==> src/rtl/qft_pkg.sv <==
// qft_pkg: widths, twiddle table, FSM encoding and Q7.5 -> integer requantiser for the QFT sequencer
package qft_pkg;
    localparam int MAX_K = 8;
    localparam int AMP_W = 8;
    localparam int TW_W  = 12;
    localparam int FB_W  = 13;
    localparam int K_W   = 4;
    typedef enum logic [1:0] {IDLE, EMIT, DONE} state_t;
    // {cos, sin} of 2*pi/2^k in Q1.10; unused indices read as zero
    localparam logic [2*TW_W-1:0] TW_ROM [16] = '{
        1: {-12'sd1024, 12'sd0},
        2: {12'sd0,     12'sd1024},
        3: {12'sd724,   12'sd724},
        4: {12'sd946,   12'sd392},
        5: {12'sd1004,  12'sd200},
        6: {12'sd1019,  12'sd100},
        7: {12'sd1023,  12'sd50},
        8: {12'sd1024,  12'sd25},
        default: '0
    };
    function automatic logic signed [AMP_W-1:0] requant(input logic signed [FB_W-1:0] x);
        logic signed [FB_W:0] t;
        t = ($signed({x[FB_W-1], x}) + 14'sd16) >>> 5;
        return t > 14'sd127 ? 8'sd127 : t < -14'sd128 ? -8'sd128 : t[AMP_W-1:0];
    endfunction
endpackage

==> src/rtl/qft_rotation_sequencer_rom.sv <==
// qft_twiddle_rom: combinational rotation index -> {cos, sin} lookup
module qft_twiddle_rom
    import qft_pkg::*;
(
    input  logic        [K_W-1:0]  k_idx,
    output logic signed [TW_W-1:0] cos_v,
    output logic signed [TW_W-1:0] sin_v
);
    assign {cos_v, sin_v} = TW_ROM[k_idx];
endmodule

==> src/rtl/qft_rotation_sequencer.sv <==
// qft_rotation_sequencer: steps R_2..R_n twiddles into a complex multiplier and folds its result back
module qft_rotation_sequencer
    import qft_pkg::*;
(
    input  logic                    clk,
    input  logic                    rst_n,
    input  logic                    start,
    input  logic        [K_W-1:0]   n_qubits,
    input  logic signed [AMP_W-1:0] in_r,
    input  logic signed [AMP_W-1:0] in_i,
    output logic                    out_valid,
    input  logic                    out_ready,
    output logic signed [TW_W-1:0]  cos_2p_by,
    output logic signed [TW_W-1:0]  sin_2p_by,
    output logic signed [AMP_W-1:0] amp_r,
    output logic signed [AMP_W-1:0] amp_i,
    output logic        [K_W-1:0]   k_idx,
    output logic                    last,
    input  logic signed [FB_W-1:0]  fb_r,
    input  logic signed [FB_W-1:0]  fb_i,
    output logic                    busy,
    output logic                    done,
    output logic signed [AMP_W-1:0] res_r,
    output logic signed [AMP_W-1:0] res_i,
    output logic                    err
);
    state_t         state, state_nx;
    logic [K_W-1:0] n_lat;
    logic           n_ok, go, acc;
    qft_twiddle_rom u_rom (.k_idx(k_idx), .cos_v(cos_2p_by), .sin_v(sin_2p_by));
    always_comb begin
        n_ok      = n_qubits >= 4'd2 && n_qubits <= 4'(MAX_K);
        go        = state == IDLE && start && n_ok;
        out_valid = state == EMIT;
        busy      = state == EMIT;
        done      = state == DONE;
        last      = state == EMIT && k_idx == n_lat;
        acc       = out_valid && out_ready;
        state_nx  = state == IDLE ? (go ? EMIT : IDLE) :
                    state == EMIT ? (acc && last ? DONE : EMIT) : IDLE;
    end
    always_ff @(posedge clk or negedge rst_n)
        if (!rst_n) state <= IDLE;
        else        state <= state_nx;
    always_ff @(posedge clk or negedge rst_n) begin
        if (!rst_n) begin
            n_lat <= '0;
            k_idx <= '0;
            amp_r <= '0;
            amp_i <= '0;
            res_r <= '0;
            res_i <= '0;
            err   <= 1'b0;
        end else begin
            err <= state == IDLE && start && !n_ok;
            if (go) begin
                n_lat <= n_qubits;
                amp_r <= in_r;
                amp_i <= in_i;
                k_idx <= 4'd2;
            end else if (acc) begin
                amp_r <= requant(fb_r);
                amp_i <= requant(fb_i);
                if (last) begin
                    res_r <= requant(fb_r);
                    res_i <= requant(fb_i);
                end else k_idx <= k_idx + 4'd1;
            end
        end
    end
endmodule
==> config.mk <==
export PLATFORM = sky130hd
export DESIGN_NAME = qft_rotation_sequencer
export DESIGN_NICKNAME = d
export VERILOG_FILES = /design/src/rtl/qft_pkg.sv /design/src/rtl/qft_rotation_sequencer_rom.sv /design/src/rtl/qft_rotation_sequencer.sv
export SDC_FILE = /design/constraint.sdc
export NUM_CORES = 1
export LEC_CHECK = 0
export CORE_ASPECT_RATIO = 0.6
export CORE_MARGIN = 8
export CORE_UTILIZATION = 43
export CTS_CLUSTER_DIAMETER = 50
export CTS_CLUSTER_SIZE = 12
export DETAILED_ROUTE_END_ITERATION = 8
export GPL_TIMING_DRIVEN = 0
export PLACE_DENSITY = 0.82
export SLEW_MARGIN = 10
export SYNTH_ARGS = -nofsm -noshare
export SYNTH_HDL_FRONTEND = slang
export SYNTH_SLANG_ARGS = --single-unit
export TNS_END_PERCENT = 5
==> constraint.sdc <==
create_clock -name clk -period 2.5 [get_ports clk]
set_input_delay 0.25 -clock clk [delete_from_list [all_inputs] [get_ports clk]]
set_output_delay 0.25 -clock clk [all_outputs]
set_load 0.01 [all_outputs]
==> results.yml, run 1 <==
setup_path:
  reg2reg_slack_ns: 0.25
  startpoint_type: "flip-flop"
  cp_top_family: "buffers and inverters"
  worstPathMaxFanout: 8
  slowest_stage: "clkdlybuf4s50_1"
  cp_num_buf_inv: 2
  rr_worst_depth: 6
  path_class: "reg -> out"
  cp.required_ns: 2.25
  arrival_ns: 2.17
  r2r_end: "res_i[4]"
  crit_chain: "buf_4, xnor2_1, nand4_2, nor2_1, clkdlybuf4s50_1"
  timing.rr.start: "k_idx[1]"
  end_kind: "primary output"
  max_stage_delay_ns: 0.55
pwr:
  power_frac_seq_pct: 28.1
  swShare_pct: 37.85
  comb_power_share_pct: 61.0
  intPower_w: 0.002711
  vdd_ir_drop_max_mv: 0.5467
  powerDensity_nw_per_um2: 1092
  p_sw_w: 0.001651
  p_clk_share_pct: 11.0
  power_leakage_nw: 1.728
global_routing:
  grt-ovfl-total: 0
  antenna_found_initial: 0
  grt_max_degree: 32
  grt_first_pass_wirelength_um: 13810
  grt_pass1_vias: 2572
  grt_usage_pct: 18.43
routing:
  totalWireLength_um: 8465
  num_vias: 2588
  drc: 0
  dr.pass1.iters: 5
  ant_nets: 0
  wire_per_inst_um: 18.01
  dr.first_iter.drc_count: 212
  avgViaCountPerCell: 5.506
hold_path:
  min_path_type: "in -> async"
logic_synthesis:
  postSynthAreaPerCell_sq_um: 10.00
  synth-xor-area-share_pct: 3.221
  synth_fa_ha_area_share_pct: 5.135
  ys_types: 65
  ys.flop_type: "dfrtp_1"
  synth-seq-cells: 43
  synth_top_family_by_area: "compound AO/OA/AOI/OAI gates"
  syn_inst: 268
  ys_warn_count: 0
  yosysSeqAreaShare_pct: 40.15
  synth_area_sq_um: 2680
  synth-compound-area-share_pct: 21.62
  synth-simple-area-share_pct: 16.34
  ys_async_sr_fraction_pct: 100.0
  muxShareOfSynthArea_pct: 7.890
  syn_nets: 329
  synth-edff-count: 0
clock_tree:
  cts_tree: "done"
  cts.sinks: 43
  cts_buffers: 5
  path_clk_slew_ns: 0.09
  clock-root-buffer: "clkbuf_8"
  htree_levels: 2
  clock_path_buffers: 2
  clk-insertion-delay-late_ns: 0.30
final_layout:
  area_growth_pct: 48.97
  design_area_sq_um: 3993
  final_common_cell: "clkdlybuf4s50_1"
  nets: 446
  fillers: 499
  layout_common_cells: "clkdlybuf4s50_1, dfrtp_1, nand2_1, nor2_1"
  drive_gt1_share_pct: 12.69
  antennaDiodeCount: 0
timing:
  period_needed_ns: 2.420
  rsz0062_at_grt: "false"
  setup_viol: 0
  slew_violations: 0
  worst_pin_slew_ns: 0.6311
  tns_ns: 0
  finalClockSkew_ns: 0.006841
  finalCritPeriodShare_pct: 96.80
  max_freq_mhz: 413.2
  relSlewSlack_pct: 56.84
  finalHoldViolations: 0
placed_design:
  dp_hpwl_um: 6622
  place.gp.congestion: 0.8813
  placed_area_sq_um: 3841
  port_buffers: 104
floorplan:
  ios: 115
  die_x_um: 117.9
  start_util_pct: 44.26
  row_count: 22
  die-area_sq_um: 9098
  die_h_um: 77.15
  core_area_sq_um: 6056
outcome:
  status: "finished, final reports clean"
flow_run:
  drv_cap: 0
per-layer routing:
metal / up-vias / track usage [%] / wire length [um]
met4: 0 / 2.922 / 26
met3: 5 / 6.579 / 738
met1: 1238 / 26.68 / 4279
met5: - / 0 / 0
met2: 116 / 25.67 / 3421
li1: 1229 / - / -
stage by stage:
stage | total power, W | hold slack (ns) | std cells | worst slack (ns) | util (%)
floorplan | 0.002454 | -0.04559 | 268 | 0.5729 | -
global placement | 0.003772 | 0.4687 | 456 | 0.03611 | 63.18
detailed placement | 0.003834 | 0.1648 | 457 | 0.02692 | 63.43
CTS | 0.004356 | 0.3839 | 467 | 0.01033 | 65.48
global route | 0.004656 | 0.4195 | 470 | 0.01793 | 65.93
finish | 0.004361 | 0.3796 | 470 | 0.07996 | 65.93
cells by family after synthesis:
family                     Yosys count
other                                1
AOI/OAI and AO/OA                   76
adders and majority gates           11
and+or+nand+nor                     79
buffers and inverters               30
muxes                               19
xor gates and xnor gates             9
DFF                                 43
worst reg2reg max path, cell delays in order, from the launching register on:
cell and delay, ns:
dfrtp_2 0.47, buf_4 0.16, xnor2_1 0.25, nand4_2 0.29, nor2_2 0.37, buf_4 0.27
mux2_2 0.35
Yosys cell counts (5+ instances only):
master | count | area share (%)
a21oi_1 | 13 | 2.4
nor2_1 | 14 | 2.0
dfrtp_1 | 43 | 40
mux2_1 | 6 | 2.5
mux2_2 | 11 | 4.6
inv_1 | 13 | 1.8
xnor2_1 | 6 | 2.0
a21o_1 | 5 | 1.4
a22o_1 | 5 | 1.6
nand2_1 | 22 | 3.1
nand3_1 | 5 | 0.93
buf_4 | 6 | 1.7
a221o_1 | 10 | 3.7
o21ai_0 | 9 | 1.7
ha_1 | 11 | 5.1
worst max path at each step:
stage,start,to,slack [ns],depth (start not counted)
6_report,k_idx[1],last,0.08,5
5_1_grt,k_idx[3],sin_2p_by[5],0.02,6
4_1_cts,k_idx[0],sin_2p_by[4],0.01,7
3_5_place_dp,fb_r[5],amp_r[0],0.03,6
3_3_place_gp,rst_n,amp_i[6],0.04,1
2_1_floorplan,k_idx[0],res_i[4],0.57,6
layout make-up:
| class | instances | area (sq um) | area share (%) |
|---|---|---|---|
| Sequential cell | 43 | 1079 | 27.01 |
| Clock buffer | 6 | 82.58 | 2.068 |
| Inverter | 13 | 48.80 | 1.222 |
| Tap cell | 84 | 105.1 | 2.632 |
| Buffer | 17 | 106.4 | 2.664 |
| Clock inverter | 2 | 16.27 | 0.4074 |
| Multi-Input combinational cell | 195 | 1456 | 36.48 |
| Timing Repair Buffer | 110 | 1099 | 27.51 |
power by group through the flow:
stage               sequential (W)  clock [W]  combinational, W
finish                     0.00122   0.000478           0.00266
global route               0.00126   0.000521           0.00287
CTS                        0.00123   0.000487           0.00264
detailed placement         0.00123          0           0.00260
global placement           0.00123          0           0.00255
floorplan                  0.00132          0           0.00113
registers in the layout, indices dropped and copies added (netlist names):
name	cells
amp_r	8
state	2
n_lat	4
res_i	8
res_r	8
k_idx	4
err	1
amp_i	8
timing repair:
item / in CTS / in global routing
gates resized for setup: 4 / 3
hold endpoints to repair: 12 / 0
hold buffers: 1 / 0
setup endpoints to repair: 2 / 4
setup buffers: 1 / 3
No activity file was read; power rests on OpenSTA's default activity.
==> run 2: changes to the inputs <==
--- a/config.mk
+++ b/config.mk
@@ -8,6 +8,7 @@
 export CORE_ASPECT_RATIO = 0.6
 export CORE_MARGIN = 8
 export CORE_UTILIZATION = 43
+export CTS_BUF_LIST = sky130_fd_sc_hd__clkbuf_16
 export CTS_CLUSTER_DIAMETER = 50
 export CTS_CLUSTER_SIZE = 12
 export DETAILED_ROUTE_END_ITERATION = 8
==> results.yml, run 2 (synthesis gave the netlist of run 1 again) <==
outcome:
  status: "finished, final reports clean"
setup_path:
  r2r_end: "res_i[4]"
  cp.required_ns: 2.25
  worstPathMaxFanout: 8
  startpoint_type: "flip-flop"
  arrival_ns: 2.15
  startpoint: "k_idx[1]"
  path_class: "reg -> out"
  reg2reg_slack_ns: 0.28
  end_kind: "primary output"
  timing.rr.start: "k_idx[1]"
  rr_worst_depth: 6
  critPathCapture: "last"
global_routing:
  grt_pass1_vias: 2594
  antenna_found_initial: 0
  grt-ovfl-total: 0
  grt_usage_pct: 18.54
  grt_first_pass_wirelength_um: 13820
  grt_max_degree: 32
final_layout:
  fillers: 497
  final_common_cell: "clkdlybuf4s50_1"
  nets: 446
  area_growth_pct: 50.70
  antennaDiodeCount: 0
  layout_common_cells: "clkdlybuf4s50_1, dfrtp_1, nand2_1, nor2_1"
  register_area_sq_um: 1079
  multi_input_area_sq_um: 1456
  final_util_pct: 66.69
  drive_gt1_share_pct: 12.44
clock_tree:
  cts.sinks: 43
  path_clk_slew_ns: 0.07
  htree_levels: 2
  clock_path_buffers: 2
  clock-root-buffer: "clkbuf_16"
  clk-insertion-delay-late_ns: 0.29
  cts_buffers: 5
  cts_tree: "done"
floorplan:
  die-area_sq_um: 9098
  row_count: 22
  core_area_sq_um: 6056
  die_h_um: 77.15
  ios: 115
  start_util_pct: 44.26
  die_x_um: 117.9
timing:
  period_needed_ns: 2.395
  worst_pin_slew_ns: 0.6301
  slew_violations: 0
  setup_viol: 0
  max_freq_mhz: 417.5
  finalHoldViolations: 0
  tns_ns: 0
  finalCritPeriodShare_pct: 95.82
  rsz0062_at_grt: "false"
  relSlewSlack_pct: 56.91
  finalClockSkew_ns: 0.006670
routing:
  wire_per_inst_um: 18.10
  dr.pass1.iters: 4
  totalWireLength_um: 8505
  ant_nets: 0
  drc: 0
  dr.first_iter.drc_count: 198
  num_vias: 2601
  avgViaCountPerCell: 5.534
pwr:
  power_leakage_nw: 1.748
  vdd_ir_drop_max_mv: 0.5894
  powerDensity_nw_per_um2: 1121
hold_path:
  min_path_type: "in -> async"
placed_design:
  port_buffers: 104
  dp_hpwl_um: 6622
  place.gp.congestion: 0.8813
flow_run:
  drv_cap: 0
[run 2: cell types whose count changed in the layout (fill, tap and decap cells not counted)]
| cell | change |
|---|---|
| clkbuf_16 | +5 |
| clkbuf_8 | -6 |
| clkinv_1 | +1 |
[run 2: worst min-delay path by stage]
stage              from       end  slack, ns  cells past startpoint
2_1_floorplan     rst_n  amp_i[0]      -0.05                      0
3_3_place_gp   res_i[6]  res_i[6]       0.47                      1
3_5_place_dp      rst_n  amp_r[1]       0.16                      1
4_1_cts           rst_n  amp_r[1]       0.40                      2
5_1_grt           rst_n  amp_i[3]       0.45                      2
6_report          rst_n  amp_i[3]       0.39                      2
[run 2: power by group]
part / switching [W] / internal, W / total (W)
logic: 0.00118 / 0.00148 / 0.00266
registers: 0.000218 / 0.00101 / 0.00123
clock network: 0.000277 / 0.000368 / 0.000646
[run 2: critical path, stage by stage (launching register included)]
cell and delay [ns]:
dfrtp_2 0.45, buf_4 0.16, xnor2_1 0.25, nand4_2 0.28, nor2_1 0.17, clkdlybuf4s50_1 0.55
[run 2: final cells by class]
cell class,instances,share of cell area (%)
multi-input combinational,195,36.06
timing repair buffer,110,27.20
sequential,43,26.70
clock buffer,5,3.098
buffer,17,2.633
tap,84,2.602
inverter,13,1.208
clock inverter,3,0.4957
[run 2: metal layers]
layer	track usage (%)	vias to the layer above	part of all wire, %	routed length [um]
met4	3.304	0	0.41	35
met2	25.84	109	41	3470
met1	26.56	1255	49	4172
met3	6.871	5	9.7	827
met5	0	-	0	0
li1	-	1232	-	-
[run 2: metrics by stage]
stage          hold slack (ns)  setup slack [ns]  total power [W]  std cells  cell area, sq um
5_1_grt                 0.4461           0.04760         0.004822        470              4039
3_3_place_gp            0.4687           0.03611         0.003772        456              3826
4_1_cts                 0.4031           0.01712         0.004529        467              4010
3_5_place_dp            0.1648           0.02692         0.003834        457              3841
6_report                0.3930            0.1045         0.004529        470              4039
2_1_floorplan         -0.04559            0.5729         0.002454        268              2680
[run 2: what timing repair did]
action / CTS / global route
endpoints found under the hold margin: 12 / 0
pin swaps: 0 / 0
hold buffers: 1 / 0
setup endpoints to repair: 2 / 6
buffers inserted: 1 / 3
gates resized for setup: 3 / 4
